===== config.mk =====
export PLATFORM = sky130hd
export DESIGN_NAME = input_conditioner
export DESIGN_NICKNAME = d
export VERILOG_FILES = /design/src/rtl/input_conditioner.sv
export SDC_FILE = /design/constraint.sdc
export NUM_CORES = 1
export LEC_CHECK = 0
export CORE_MARGIN = 1
export CORE_UTILIZATION = 45
export DETAILED_ROUTE_END_ITERATION = 8
export GPL_ROUTABILITY_DRIVEN = 0
export PLACE_DENSITY = 0.76
export SLEW_MARGIN = 10
export SYNTH_ARGS = -nofsm -noshare
export SYNTH_HDL_FRONTEND = slang
export SYNTH_SLANG_ARGS = --single-unit
export TNS_END_PERCENT = 100

===== constraint.sdc =====
create_clock -name clk -period 1.4 [get_ports clk]
set_input_delay 0.28 -clock clk [delete_from_list [all_inputs] [get_ports clk]]
set_output_delay 0.28 -clock clk [all_outputs]
set_load 0.01 [all_outputs]

===== src/rtl/input_conditioner.sv =====
// input_conditioner: per-channel 2-flop synchroniser, debounce FSM (IDLE/PEND),
// registered clean level and one-cycle rise/fall pulses for WIDTH raw inputs.
// Optional rejected-glitch counter enabled by defining INPUT_CONDITIONER_GLITCH_CNT_EN;
// without it glitch_cnt is tied to zero.
module input_conditioner #(
  parameter int WIDTH           = 2,
  parameter int DEBOUNCE_CYCLES = 4,
  parameter int CNT_W           = $clog2(DEBOUNCE_CYCLES)
) (
  input  logic             clk,
  input  logic             reset,
  input  logic [WIDTH-1:0] raw_in,
  output logic [WIDTH-1:0] clean_out,
  output logic [WIDTH-1:0] rise_pulse,
  output logic [WIDTH-1:0] fall_pulse,
  output logic             stable,
  output logic [7:0]       glitch_cnt
);

  typedef enum logic {
    IDLE = 1'b0,
    PEND = 1'b1
  } state_e;

  localparam logic [CNT_W-1:0] CNT_ONE  = CNT_W'(1);
  localparam logic [CNT_W-1:0] CNT_LAST = CNT_W'(DEBOUNCE_CYCLES - 1);

  // Per-channel "nothing pending" flags, ANDed into stable.
  logic [WIDTH-1:0] idle_ok;
`ifdef INPUT_CONDITIONER_GLITCH_CNT_EN
  logic [WIDTH-1:0] glitch_ev;
`endif

  for (genvar i = 0; i < WIDTH; i++) begin : g_ch
    logic           s1_q, s2_q;
    state_e         state_q, state_d;
    logic [CNT_W-1:0] cnt_q, cnt_d;
    logic           clean_q, clean_d;
    logic           rise_q, rise_d;
    logic           fall_q, fall_d;
`ifdef INPUT_CONDITIONER_GLITCH_CNT_EN
    logic           glitch_d;
`endif

    // Two-flop synchroniser; only s2_q is used downstream.
    // NOTE: sequential state uses non-blocking (<=) so every flop samples pre-edge values.
    always_ff @(posedge clk or posedge reset) begin
      if (reset) begin
        s1_q <= 1'b0;
        s2_q <= 1'b0;
      end else begin
        s1_q <= raw_in[i];
        s2_q <= s1_q;
      end
    end

    // Debounce decision: count consecutive mismatches, commit or reject as a glitch.
    // NOTE: every output of this block gets a default first, so no path infers a latch.
    always_comb begin
      state_d  = state_q;
      cnt_d    = cnt_q;
      clean_d  = clean_q;
      rise_d   = 1'b0;
      fall_d   = 1'b0;
`ifdef INPUT_CONDITIONER_GLITCH_CNT_EN
      glitch_d = 1'b0;
`endif
      case (state_q)
        IDLE: begin
          cnt_d = '0;
          if (s2_q != clean_q) begin
            state_d = PEND;
            cnt_d   = CNT_ONE;
          end
        end
        PEND: begin
          if (s2_q == clean_q) begin
            // Input returned before the window elapsed: reject it.
            state_d  = IDLE;
            cnt_d    = '0;
`ifdef INPUT_CONDITIONER_GLITCH_CNT_EN
            glitch_d = 1'b1;
`endif
          end else if (cnt_q == CNT_LAST) begin
            state_d = IDLE;
            cnt_d   = '0;
            clean_d = s2_q;
            rise_d  = s2_q;
            fall_d  = ~s2_q;
          end else begin
            cnt_d = cnt_q + CNT_ONE;
          end
        end
        default: state_d = IDLE;
      endcase
    end

    // Debounce state, clean level and registered pulses.
    always_ff @(posedge clk or posedge reset) begin
      if (reset) begin
        state_q <= IDLE;
        cnt_q   <= '0;
        clean_q <= 1'b0;
        rise_q  <= 1'b0;
        fall_q  <= 1'b0;
      end else begin
        state_q <= state_d;
        cnt_q   <= cnt_d;
        clean_q <= clean_d;
        rise_q  <= rise_d;
        fall_q  <= fall_d;
      end
    end

    assign clean_out[i]  = clean_q;
    assign rise_pulse[i] = rise_q;
    assign fall_pulse[i] = fall_q;
    assign idle_ok[i]    = (state_q == IDLE) && (s2_q == clean_q);
`ifdef INPUT_CONDITIONER_GLITCH_CNT_EN
    assign glitch_ev[i]  = glitch_d;
`endif
  end

  assign stable = &idle_ok;

`ifdef INPUT_CONDITIONER_GLITCH_CNT_EN
  logic [7:0]  glitch_q, glitch_d;
  logic [15:0] glitch_sum, glitch_tot;

  // Sum this cycle's glitch events across channels and saturate at 255.
  always_comb begin
    glitch_sum = '0;
    for (int j = 0; j < WIDTH; j++) begin
      glitch_sum = glitch_sum + 16'(glitch_ev[j]);
    end
    glitch_tot = 16'(glitch_q) + glitch_sum;
    glitch_d   = (glitch_tot > 16'd255) ? 8'd255 : glitch_tot[7:0];
  end

  // Glitch counter register; cleared only by reset.
  always_ff @(posedge clk or posedge reset) begin
    if (reset) begin
      glitch_q <= 8'd0;
    end else begin
      glitch_q <= glitch_d;
    end
  end

  assign glitch_cnt = glitch_q;
`else
  assign glitch_cnt = 8'd0;
`endif

endmodule


## After elaboration in Yosys (flattened, before gate mapping)

Cells that the tools add are included.

| word-level totals | value |
|---|---|
| flip-flop bits (word level) | 16 |
| input port bits | 4 |
| output and inout port bits | 15 |
| logic and storage cells | 61 |

| operators by class | value |
|---|---|
| add/subtract/negate cells | 2 |
| equal/unequal tests | 6 |
| multiplexer cells | 28 |
| bitwise logic cells | 6 |
| reduce and logical (&&, ||, !) cells | 5 |

Operators by type and width:

| kind | count |
|---|---|
| two-way mux 1 bit | 20 |
| two-way mux 2 bit | 4 |
| case mux 2 bit (2 select lines) | 2 |
| NOT 1 bit | 6 |
| AND reduction 3 bit | 2 |
| adder 2 x 1 -> 2 bit (second input constant) | 2 |
| == test 2 bit (second input constant) | 2 |
| case mux 1 bit (2 select lines) | 2 |
| == test 1 bit | 2 |
| logical AND 1 bit | 2 |
| inequality test 1 bit | 2 |
| AND reduction 2 bit | 1 |

## Longest topological paths before layout

Gate-level depths: netlist of the first run.

| depth | value |
|---|---|
| depth after elaboration | 4 |
| gate-level depth with buffers | 3 |

## Worst setup path before layout of the first run

No wires, ideal clock.

| path | value |
|---|---|
| kind | reg2out |
| start point | register g_ch[1].clean_q |
| end point | output stable |
| data arrival time | 1.002 ns |
| slack | 0.118 ns |
| cell stages (with the launch flop) | 3 |
| buffers on the path | 0 |
| path through | dfrtp_1 xor2_1 nor4_1 |

| between the ends | value |
|---|---|
| cells in the longest elaborated chain, start to end | 3 |

RTL lines:

| what | RTL line | RTL |
|---|---|---|
| start: declaration | 38 | `logic clean_q, clean_d;` |
| start signal: assignment | 109 | `clean_q <= clean_d;` |
| == test 1 bit | 118 | `assign idle_ok[i] = (state_q == IDLE) && (s2_q == clean_q);` |
| logical AND 1 bit | 118 |  |
| AND reduction 2 bit | 124 | `assign stable = &idle_ok;` |
| end: declaration | 16 | `output logic stable,` |

No other way between the ends.

## Final worst setup path of the first run

| path | value |
|---|---|
| start point | register g_ch[1].s2_q |
| end point | output stable |

| between the ends | value |
|---|---|
| cells in the longest elaborated chain, start to end | 3 |

RTL lines:

| what | RTL line | RTL |
|---|---|---|
| start: declaration | 35 | `logic s1_q, s2_q;` |
| start signal: assignment | 53 | `s2_q <= s1_q;` |
| == test 1 bit | 118 |  |
| logical AND 1 bit | 118 |  |
| AND reduction 2 bit | 124 |  |

No other way between the ends.

==> results.md, run 1 <==
* Status: complete, but fails checks
* Failing checks: setup timing
* Reg clk slew, reported paths at 0.09 ns
* Peak Freq at 639 MHz
* Hold WC Path Type: primary input to async pin
* Setup Total Neg Slack at -0.166 ns
* DIE HEIGHT at 41 um
* Synth warn at 0
* Synth Area in Adders at under 10%
* Fin util at 58.9%
* Later-pin clock latency in the skew report at 0.27 ns
* Pin count of the biggest net entering global routing at 17
* Crit start category: flop
* Mux contribution to synthesized area at 3.29%
* Setup Viol. Count Final at 1
* Leak pwr at 0.000413 uW
* Post-route cell area at 796 um^2
* Wire per inst at 10.1 um
* Clock sinks at 16
* Final worst slack at -0.166 ns
* DR iter-0 viols at 3
* Final setup skew at 0.00107 ns
* Fin. max-slew vios at 0
* GRT Total Usage at 12.9%
* Worst Path Required at 1.12 ns
* Post-Synth Simple-Gate Area at a little under a tenth
* Tmin final at roughly 1.6 ns
* Crit path kind: flop to primary output
* Largest stage delay on the critical path at 0.39 ns
* # nets final at 75
* Commonest non-fill, non-tap cells in the layout: dfrtp_1 (16), conb_1 (8), buf_4 (6)
* RSZ-0062 raised after global routing: yes
* #FFs+latches synth at 16
* Dpl hpwl at roughly 660 um
* # IOs at 19
* Placed Cells at 79
* CTS Hold Bufs at 0
* Post-route DRC violation count at 0
* CP Data Arrival Time at 1.29 ns
* Vias in the first global route at 346
* Setup crit end kind: primary output
* Main combinational cell family by area after synthesis: buffers and inverters
* Crit path cell chain: xor2_1 > nor4_1 > buf_2
* Fin cells at 83
* Clock buffer depth at 2
* Antenna cells at 0
* Final Cycle Share at 112%
* Slowest CP cell: dfrtp_1
* Crit path max fanout at 2
* Grt ovf at 0
* Core Box Area at 0.00135 mm^2
* Max VDD drop at 0.00101 V
* Post-CTS Setup Repair Bufs at 0
* Hold Fails Final Rpt at 0
* # rows at 13
* H-tree levels at 1
* Post-synthesis sequential area ratio at 58.5%
* TritonRoute pass-1 iters at 3
* Most common cell after layout, fill and taps aside: dfrtp_1
* DRT Wirelength at 835 um
* Root Driver: clkbuf_4
* Via count at 376
* Mapped Cells at 55
* Initial Util at 50.7%
* Routed Antenna Nets at 0
* Netlist cell types at 15
* PwrDens at 1720 mW/mm^2
* Port bufs at 10
* Synth Area in Compound Gates at 3.66%
* Layout area overhead at 16.3%
* TritonCTS clock tree: done
* Mean Syn Cell Area at 12.4 um^2
* Mapped cell area at 684 um^2
* Number of max-cap violations at 0
* Initial antenna violation count at 0
* Placement Cell Area at about 770 um^2
* Die width at 41 um
* Post-Synth XOR/XNOR Area at 5.12%
* TritonCTS buffer count at 3
* First-pass GRT wire length at 1340 um
* Share of layout cells above drive strength 1 at between 10% and 20%
* Die ar. at around 0.0017 mm^2
* Via density at 4.53
[cell type report]
class | count | area, um^2
fill | 118 | 554
sequential | 16 | 400
multi-input combinational | 31 | 201
timing repair buffer | 16 | 135
clock buffer | 4 | 36.3
tap | 15 | 18.8
inverter | 1 | 3.75
[critical path, delay by kind of cell, from the launching register on]
family        cells  cell delay [ns]
xor+xnor          1             0.17
buf+inv           1             0.19
simple gates      1             0.26
flops             1             0.39
[state kept, by name (all words and copies together), names as in the netlist]
name / cells
g_ch.clean_q: 2
g_ch.cnt_q: 4
g_ch.fall_q: 2
g_ch.rise_q: 2
g_ch.s1_q: 2
g_ch.s2_q: 2
g_ch.state_q: 2
[per-stage QoR]
stage | total power [uW] | hold slack [ns] | setup WS, ns
2_1_floorplan | 960 | 0.194 | 0.118
3_3_place_gp | 1100 | 0.336 | -0.260
3_5_place_dp | 1120 | 0.340 | -0.296
4_1_cts | 1380 | 0.296 | -0.211
5_1_grt | 1460 | 0.330 | -0.206
6_report | 1370 | 0.295 | -0.166
[synth_stat cells (all sizes together)]
library cell	number	area [um^2]
a21oi	2	10.0
and3	2	12.5
buf	14	105
conb	1	3.75
dfrtp	16	400
ha	2	25.0
inv	1	3.75
mux2	2	22.5
nand2	2	7.51
nor2	2	7.51
nor3b	4	30.0
nor4	1	6.26
o21a	2	15.0
xnor2	2	17.5
xor2	2	17.5
[layer usage]
layer | share of wire (%) | GRT usage (%)
met1 | 45 | 14.4
met2 | 50 | 21.9
met3 | 3.1 | 1.63
met4 | 1.4 | 10.0
met5 | 0 | 0
[final timing paths]
check                                            from                          end  slack (ns)  cells after the start
setup reg to reg           g_ch[1].cnt_q[0]$_DFF_PP0_  g_ch[1].clean_q$_DFFE_PP0P_        0.21                      3
max in group asynchronous                       reset  g_ch[1].clean_q$_DFFE_PP0P_        0.93                      3
min in group clk               g_ch[1].s1_q$_DFF_PP0_       g_ch[1].s2_q$_DFF_PP0_        0.36                      0
hold reg to reg                g_ch[1].s1_q$_DFF_PP0_       g_ch[1].s2_q$_DFF_PP0_        0.36                      0
hold / removal                                  reset       g_ch[0].s2_q$_DFF_PP0_        0.30                      3
setup / recovery               g_ch[1].s2_q$_DFF_PP0_                       stable       -0.17                      3
[what timing repair did]
item                                    in CTS  in global routing
endpoints found under the setup margin       7                  2
pin swaps                                    2                  1
gates resized for setup                     12                  1
[where the power goes]
group	switching [uW]	total, uW	leakage (uW)	internal [uW]
Sequential	73.2	655	0.000203	581
Clock	131	289	0.0000210	158
Combinational	193	423	0.000189	230
Total	397	1370	0.000413	969
[cell families (layout without fill, tap and decap cells)]
family,count (synthesis),after routing
flops,16,16
buf+inv,15,21
simple gates,11,11
compound gates,4,4
xor+xnor,4,4
fa+ha+maj,2,2
mux,2,2
other cells,1,8
Power figures use the tool's default switching activity.
==> inputs of run 2 (changes only) <==
PLACE_DENSITY = default   (was 0.76)
PLACE_DENSITY_LB_ADDON = 0.12   (was default)
==> run 2 against run 1 <==
Worst hold slack lost 0.0023 ns. Combinational power increased by 11%. Setup slack gained 0.059 ns. Maximum frequency rose by 3.9%. Highest routed layer unchanged. The flow still finishes with violations (setup timing).
==> results.md, run 2 (synthesized netlist as in run 1, its figures left out) <==
* Status: complete, but fails checks
* Failing checks: setup timing
* Dpl hpwl at 591 um (-11%)
* CP Data Arrival Time at 1.23 ns (-0.06 ns)
* DR iter-0 viols at 4 (+1)
* Die width at 41 um (unchanged)
* Setup WS pre-CTS at -0.262 ns (+0.0335 ns)
* Final Cycle Share at 108% (-4.2 points)
* Crit start category: flop
* # fillers at 118 (unchanged)
* # nets final at 77 (+2.7%)
* Core Box Area at 0.00135 mm^2 (unchanged)
* Critical path buffers and inverters at 1 (unchanged)
* Pin count of the biggest net entering global routing at 17 (unchanged)
* Setup crit end kind: primary output
* Wire per inst at 9.80 um (-2.6%)
* Fin util at 59.1% (+0.19 points)
* Post-route cell area at 798 um^2 (+0.31%)
* TritonRoute pass-1 iters at 4 (+1)
* # IOs at 19 (unchanged)
* Initial Util at 50.7% (unchanged)
* Hold_ws at 0.293 ns (-0.00231 ns)
* Port bufs at 10 (unchanged)
* CTS Hold Bufs at 0 (unchanged)
* Vias in the first global route at 304 (-12%)
* Placed Cells at 80 (+1.3%)
* Final setup skew at 0.00106 ns (-0.00000555 ns)
* TritonCTS buffer count at 3 (unchanged)
* Layout area overhead at 16.6%
* RSZ-0062 raised after global routing: yes
* Setup Viol. Count Final at 1 (unchanged)
* Root Driver: clkbuf_4
* Reg clk slew, reported paths at 0.09 ns (about the same)
* Largest register FFs at 4 (unchanged)
* Crit path cell chain: xor2_1 > nor4_2 > buf_2
* Hold WC Path Type: primary input to async pin
* Most common cell after layout, fill and taps aside: dfrtp_1
* DIE HEIGHT at 41 um (unchanged)
* Peak Freq at 663 MHz (+3.9%)
* Share of layout cells above drive strength 1 at 23.2% (+4.1 points)
* First-pass GRT wire length at 1300 um (-3.1%)
* Fin. max-slew vios at 0 (unchanged)
* Later-pin clock latency in the skew report at 0.27 ns (about the same)
* Initial antenna violation count at 0 (unchanged)
* Clock buffer depth at 2 (unchanged)
* Max VDD drop at 0.000827 V (-18%)
* Fin cells at 84 (+1.2%)
* Antenna cells at 0 (unchanged)
* Crit path max fanout at 2 (unchanged)
* Number of max-cap violations at 0 (unchanged)
* Via count at 370 (-1.6%)
* Crit path kind: flop to primary output
* Leak pwr at 0.000416 uW (+0.80%)
* H-tree levels at 1 (unchanged)
* # rows at 13 (unchanged)
* Slowest CP cell: dfrtp_1
* Routed Antenna Nets at 0 (unchanged)
* Final worst slack at -0.107 ns (+0.0586 ns)
* TritonCTS clock tree: done
* Post-route DRC violation count at 0 (unchanged)
* Worst Path Required at 1.12 ns (about the same)
* PwrDens at 1690 mW/mm^2 (-1.7%)
* Grt ovf at 0 (unchanged)
* Placement Cell Area at 777 um^2 (+0.98%)
* DRT Wirelength at 823 um (-1.4%)
* Largest stage delay on the critical path at 0.40 ns (about the same)
* Largest Register: g_ch.cnt_q
* Commonest non-fill, non-tap cells in the layout: dfrtp_1 (16), conb_1 (8), buf_4 (8)
* GRT Total Usage at 13.2% (+0.31 points)
* Via density at 4.40 (-2.8%)
* Hold Fails Final Rpt at 0 (unchanged)
* Crit-path leading delay family: flip-flops
* Tmin final at 1.51 ns (-0.0586 ns)
* Die ar. at 0.00168 mm^2 (unchanged)
* Clock sinks at 16 (unchanged)
## run 2: changes by cell type in the layout (fill, tap and decap cells not counted), sizes merged
cell           before  now
buf                 7    9
clkdlybuf4s15       2    1
## run 2: metrics by stage
stage	power [uW]	setup TNS, ns
2_1_floorplan	960	0
3_3_place_gp	1130	-0.260
3_5_place_dp	1130	-0.262
4_1_cts	1330	-0.187
5_1_grt	1450	-0.190
6_report	1350	-0.107
## run 2: final cells by class
| cell class | instances | area [um^2] | share of cell area, % |
|---|---|---|---|
| flip-flops and latches | 16 | 400 | 50.2 |
| repair buffers | 18 | 145 | 18.2 |
| multi-input cells | 31 | 208 | 26.0 |
| clock buffers | 3 | 22.5 | 2.82 |
| well taps | 15 | 18.8 | 2.35 |
| inverters | 1 | 3.75 | 0.470 |
## run 2: power breakdown
part           leakage, uW  switching, uW  internal (uW)
registers         0.000203           64.9            581
clock network    0.0000138            131           99.5
logic             0.000200            212            259
total             0.000416            408            940
## run 2: routing by layer
metal | GRT usage, % | vias up | part of all wire [%]
met4 | 12.5 | 0 | 1.5
li1 | - | 190 | -
met2 | 16.8 | 14 | 42
met1 | 16.7 | 164 | 51
met5 | 0 | - | 0
met3 | 4.89 | 2 | 5.5
## run 2: final timing paths
kind	from	to	slack, ns	depth (start not counted)
min in group clk	g_ch[1].s1_q$_DFF_PP0_	g_ch[1].s2_q$_DFF_PP0_	0.36	0
max	g_ch[1].clean_q$_DFFE_PP0P_	stable	-0.11	3
min	reset	g_ch[1].s2_q$_DFF_PP0_	0.29	3
max in group asynchronous	reset	g_ch[0].cnt_q[0]$_DFF_PP0_	0.93	3
min reg2reg	g_ch[1].s1_q$_DFF_PP0_	g_ch[1].s2_q$_DFF_PP0_	0.36	0
max reg2reg	g_ch[1].cnt_q[0]$_DFF_PP0_	g_ch[1].clean_q$_DFFE_PP0P_	0.21	3
## run 2: worst reg2reg max path: stages (launching register included)
cell,delay [ns]
dfrtp_1,0.39
ha_1,0.23
nand2_1,0.12
mux2_2,0.34
## run 2: timing repair
action | CTS | global route
pin swaps | 1 | 1
gates cloned | 0 | 0
setup endpoints to repair | 7 | 3
buffers inserted | 0 | 1
resized for setup | 11 | 4
endpoints found under the hold margin | 0 | 0
==> inputs of run 3 (changes only) <==
CORE_UTILIZATION = 48   (was 45)
clock period = 1.9 ns   (was 1.4 ns; I/O delays follow)
==> run 3 against run 2 <==
The flow now finishes without violations. Final cell count down 6.0%. Critical path depth did not move. Largest power group unchanged. Highest routed layer unchanged. Clock power is 4% lower.
==> results.md, run 3 (synthesized netlist as in run 1, its figures left out) <==
* Slowest CP cell: dfrtp_2
* Port bufs at 10 (unchanged)
* Comb pwr share at 29.3% (-5.7 points)
* Initial Util at 51.9% (+1.3 points)
* Switching share of total power at 29.5% (-0.78 points)
* Die width at 39.8 um (-3.0%)
* Routed Antenna Nets at 0 (unchanged)
* Hold Fails Final Rpt at 0 (unchanged)
* Setup Viol. Count Final at 0 (-1)
* Final setup skew at 0.00539 ns (+0.00433 ns)
* Largest Register: g_ch.cnt_q
* Fin. max-slew vios at 0 (unchanged)
* GRT Total Usage at 14.9% (+1.8 points)
* Wire per inst at 10.4 um (+6.3%)
* Root Driver: clkbuf_4
* Pin count of the biggest net entering global routing at 17 (unchanged)
* H-tree levels at 1 (unchanged)
* Largest register FFs at 4 (unchanged)
* Via density at 4.65 (+5.5%)
* Clock sinks at 16 (unchanged)
* Sequential share of power at 48.8% (+0.8 points)
* Crit path kind: flop to primary output
* Grt ovf at 0 (unchanged)
* # nets final at 71 (-7.8%)
* TritonCTS buffer count at 3 (unchanged)
* Die ar. at 0.00158 mm^2 (-6.0%)
* Crit path max fanout at 5 (+3)
* Final Cycle Share at 95.3%
* Tmin final at 1.81 ns
* Core Box Area at 0.00132 mm^2 (-2.4%)
* Register area at 402 um^2 (+0.31%)
* Slew margin rel. at 61.6%
* Worst Path Required at 1.52 ns (+0.40 ns)
* Via count at 367 (-0.81%)
* Max VDD drop at 0.000599 V (-28%)
* Clock buffer depth at 2 (unchanged)
* Clock group share of total power at 21.9% (+4.8 points)
* Post-route DRC violation count at 0 (unchanged)
* PwrDens at 1300 mW/mm^2 (-23%)
* Later-pin clock latency in the skew report at 0.28 ns (about the same)
* TritonCTS clock tree: done
* Vias in the first global route at 330 (+8.6%)
* Crit start category: flop
* Slew @ Worst Pin at roughly 0.57 ns
* Area occupied by multi-input gates at 201 um^2 (-3.0%)
* # IOs at 19 (unchanged)
* Largest stage delay on the critical path at 0.44 ns (+0.04 ns)
* Number of max-cap violations at 0 (unchanged)
* Most common cell after layout, fill and taps aside: dfrtp_1
* Share of layout cells above drive strength 1 at 14.1% (-9.1 points)
* Pint at 711 uW (-24%)
* Initial antenna violation count at 0 (unchanged)
* Fin util at 59.0% (-0.15 points)
* TritonRoute pass-1 iters at 1 (-3)
* Crit path cell chain: xor2_1 > nor4_1 > clkdlybuf4s15_1
* # rows at 13 (unchanged)
* # fillers at 112 (-5.1%)
* Layout area overhead at 13.5%
* Antenna cells at 0 (unchanged)
* RSZ-0062 raised after global routing: no
* Reg clk slew, reported paths at 0.09 ns (about the same)
* DRT Wirelength at 823 um (unchanged)
* Leak pwr at 0.000371 uW (-11%)
* Commonest non-fill, non-tap cells in the layout: dfrtp_1 (15), clkdlybuf4s50_1 (9), conb_1 (8)
* Setup Total Neg Slack at 0 ns (+0.107 ns)
* CP Data Arrival Time at 1.43 ns (+0.20 ns)
* First-pass GRT wire length at 1410 um (+9.0%)
* Switching power at 297 uW (-27%)
* DIE HEIGHT at 39.8 um (-3.0%)
* Status: finished clean
* Dpl hpwl at 634 um (+7.3%)
* Setup crit end kind: primary output
* Hold_ws at 0.363 ns (+0.0698 ns)
* DR iter-0 viols at 0 (-4)
* Peak Freq at 552 MHz
* Hold WC Path Type: flop to flop
-- run 3: cell types whose count changed in the layout (fill, tap and decap cells not counted), sizes merged --
cell,change
buf,-7
dlygate4sd2,-4
clkdlybuf4s50,+6
-- run 3: path summary, 6_finish.rpt --
kind	startpoint	endpoint	slack [ns]	depth (start not counted)
max in group asynchronous	reset	g_ch[0].s2_q$_DFF_PP0_	1.05	2
max reg2reg	g_ch[1].cnt_q[0]$_DFF_PP0_	g_ch[1].clean_q$_DFFE_PP0P_	0.69	3
min reg2reg	g_ch[0].s1_q$_DFF_PP0_	g_ch[0].s2_q$_DFF_PP0_	0.36	0
max	g_ch[0].s2_q$_DFF_PP0_	stable	0.09	3
min	g_ch[0].s1_q$_DFF_PP0_	g_ch[0].s2_q$_DFF_PP0_	0.36	0
min in group asynchronous	reset	g_ch[1].cnt_q[0]$_DFF_PP0_	0.44	2
-- run 3: metal layers --
metal  wire length (um)  track usage (%)
met5                  0                0
met4                 37             15.5
met3                 40             5.11
met2                382             20.5
met1                362             17.2
-- run 3: area by class of cell --
class | instances | share of cell area, %
clock buffers | 4 | 4.67
well taps | 15 | 2.42
repair buffers | 12 | 14.8
inverters | 1 | 0.483
flip-flops and latches | 16 | 51.7
multi-input cells | 31 | 25.9
-- run 3: power groups by stage --
stage	Sequential, uW	Clock [uW]	Combinational (uW)
detailed placement	501	0	303
global route	506	245	332
CTS	494	227	299
finish	492	221	295
floorplan	497	0	210
global placement	494	0	298
-- run 3: critical path: cells and delay by family (launching register included) --
family	cells	cell delay, ns
buffers and inverters	1	0.28
XOR/XNOR	1	0.16
flip-flops	1	0.44
AND/OR/NAND/NOR	1	0.27
-- run 3: stage by stage --
stage               cells  cell area (um^2)  total power, uW  setup WS (ns)
floorplan              62               711              707          0.518
global placement       75               739              792          0.107
detailed placement     75               739              805          0.102
CTS                    79               774             1020         0.0766
global route           79               777             1080        0.00994
finish                 79               777             1010         0.0887
-- run 3: what timing repair did --
action,4_1_cts,5_1_grt
pin swaps,0,1
buffers inserted,0,0
resized for setup,1,2
hold buffers,0,0
setup endpoints to repair,1,1
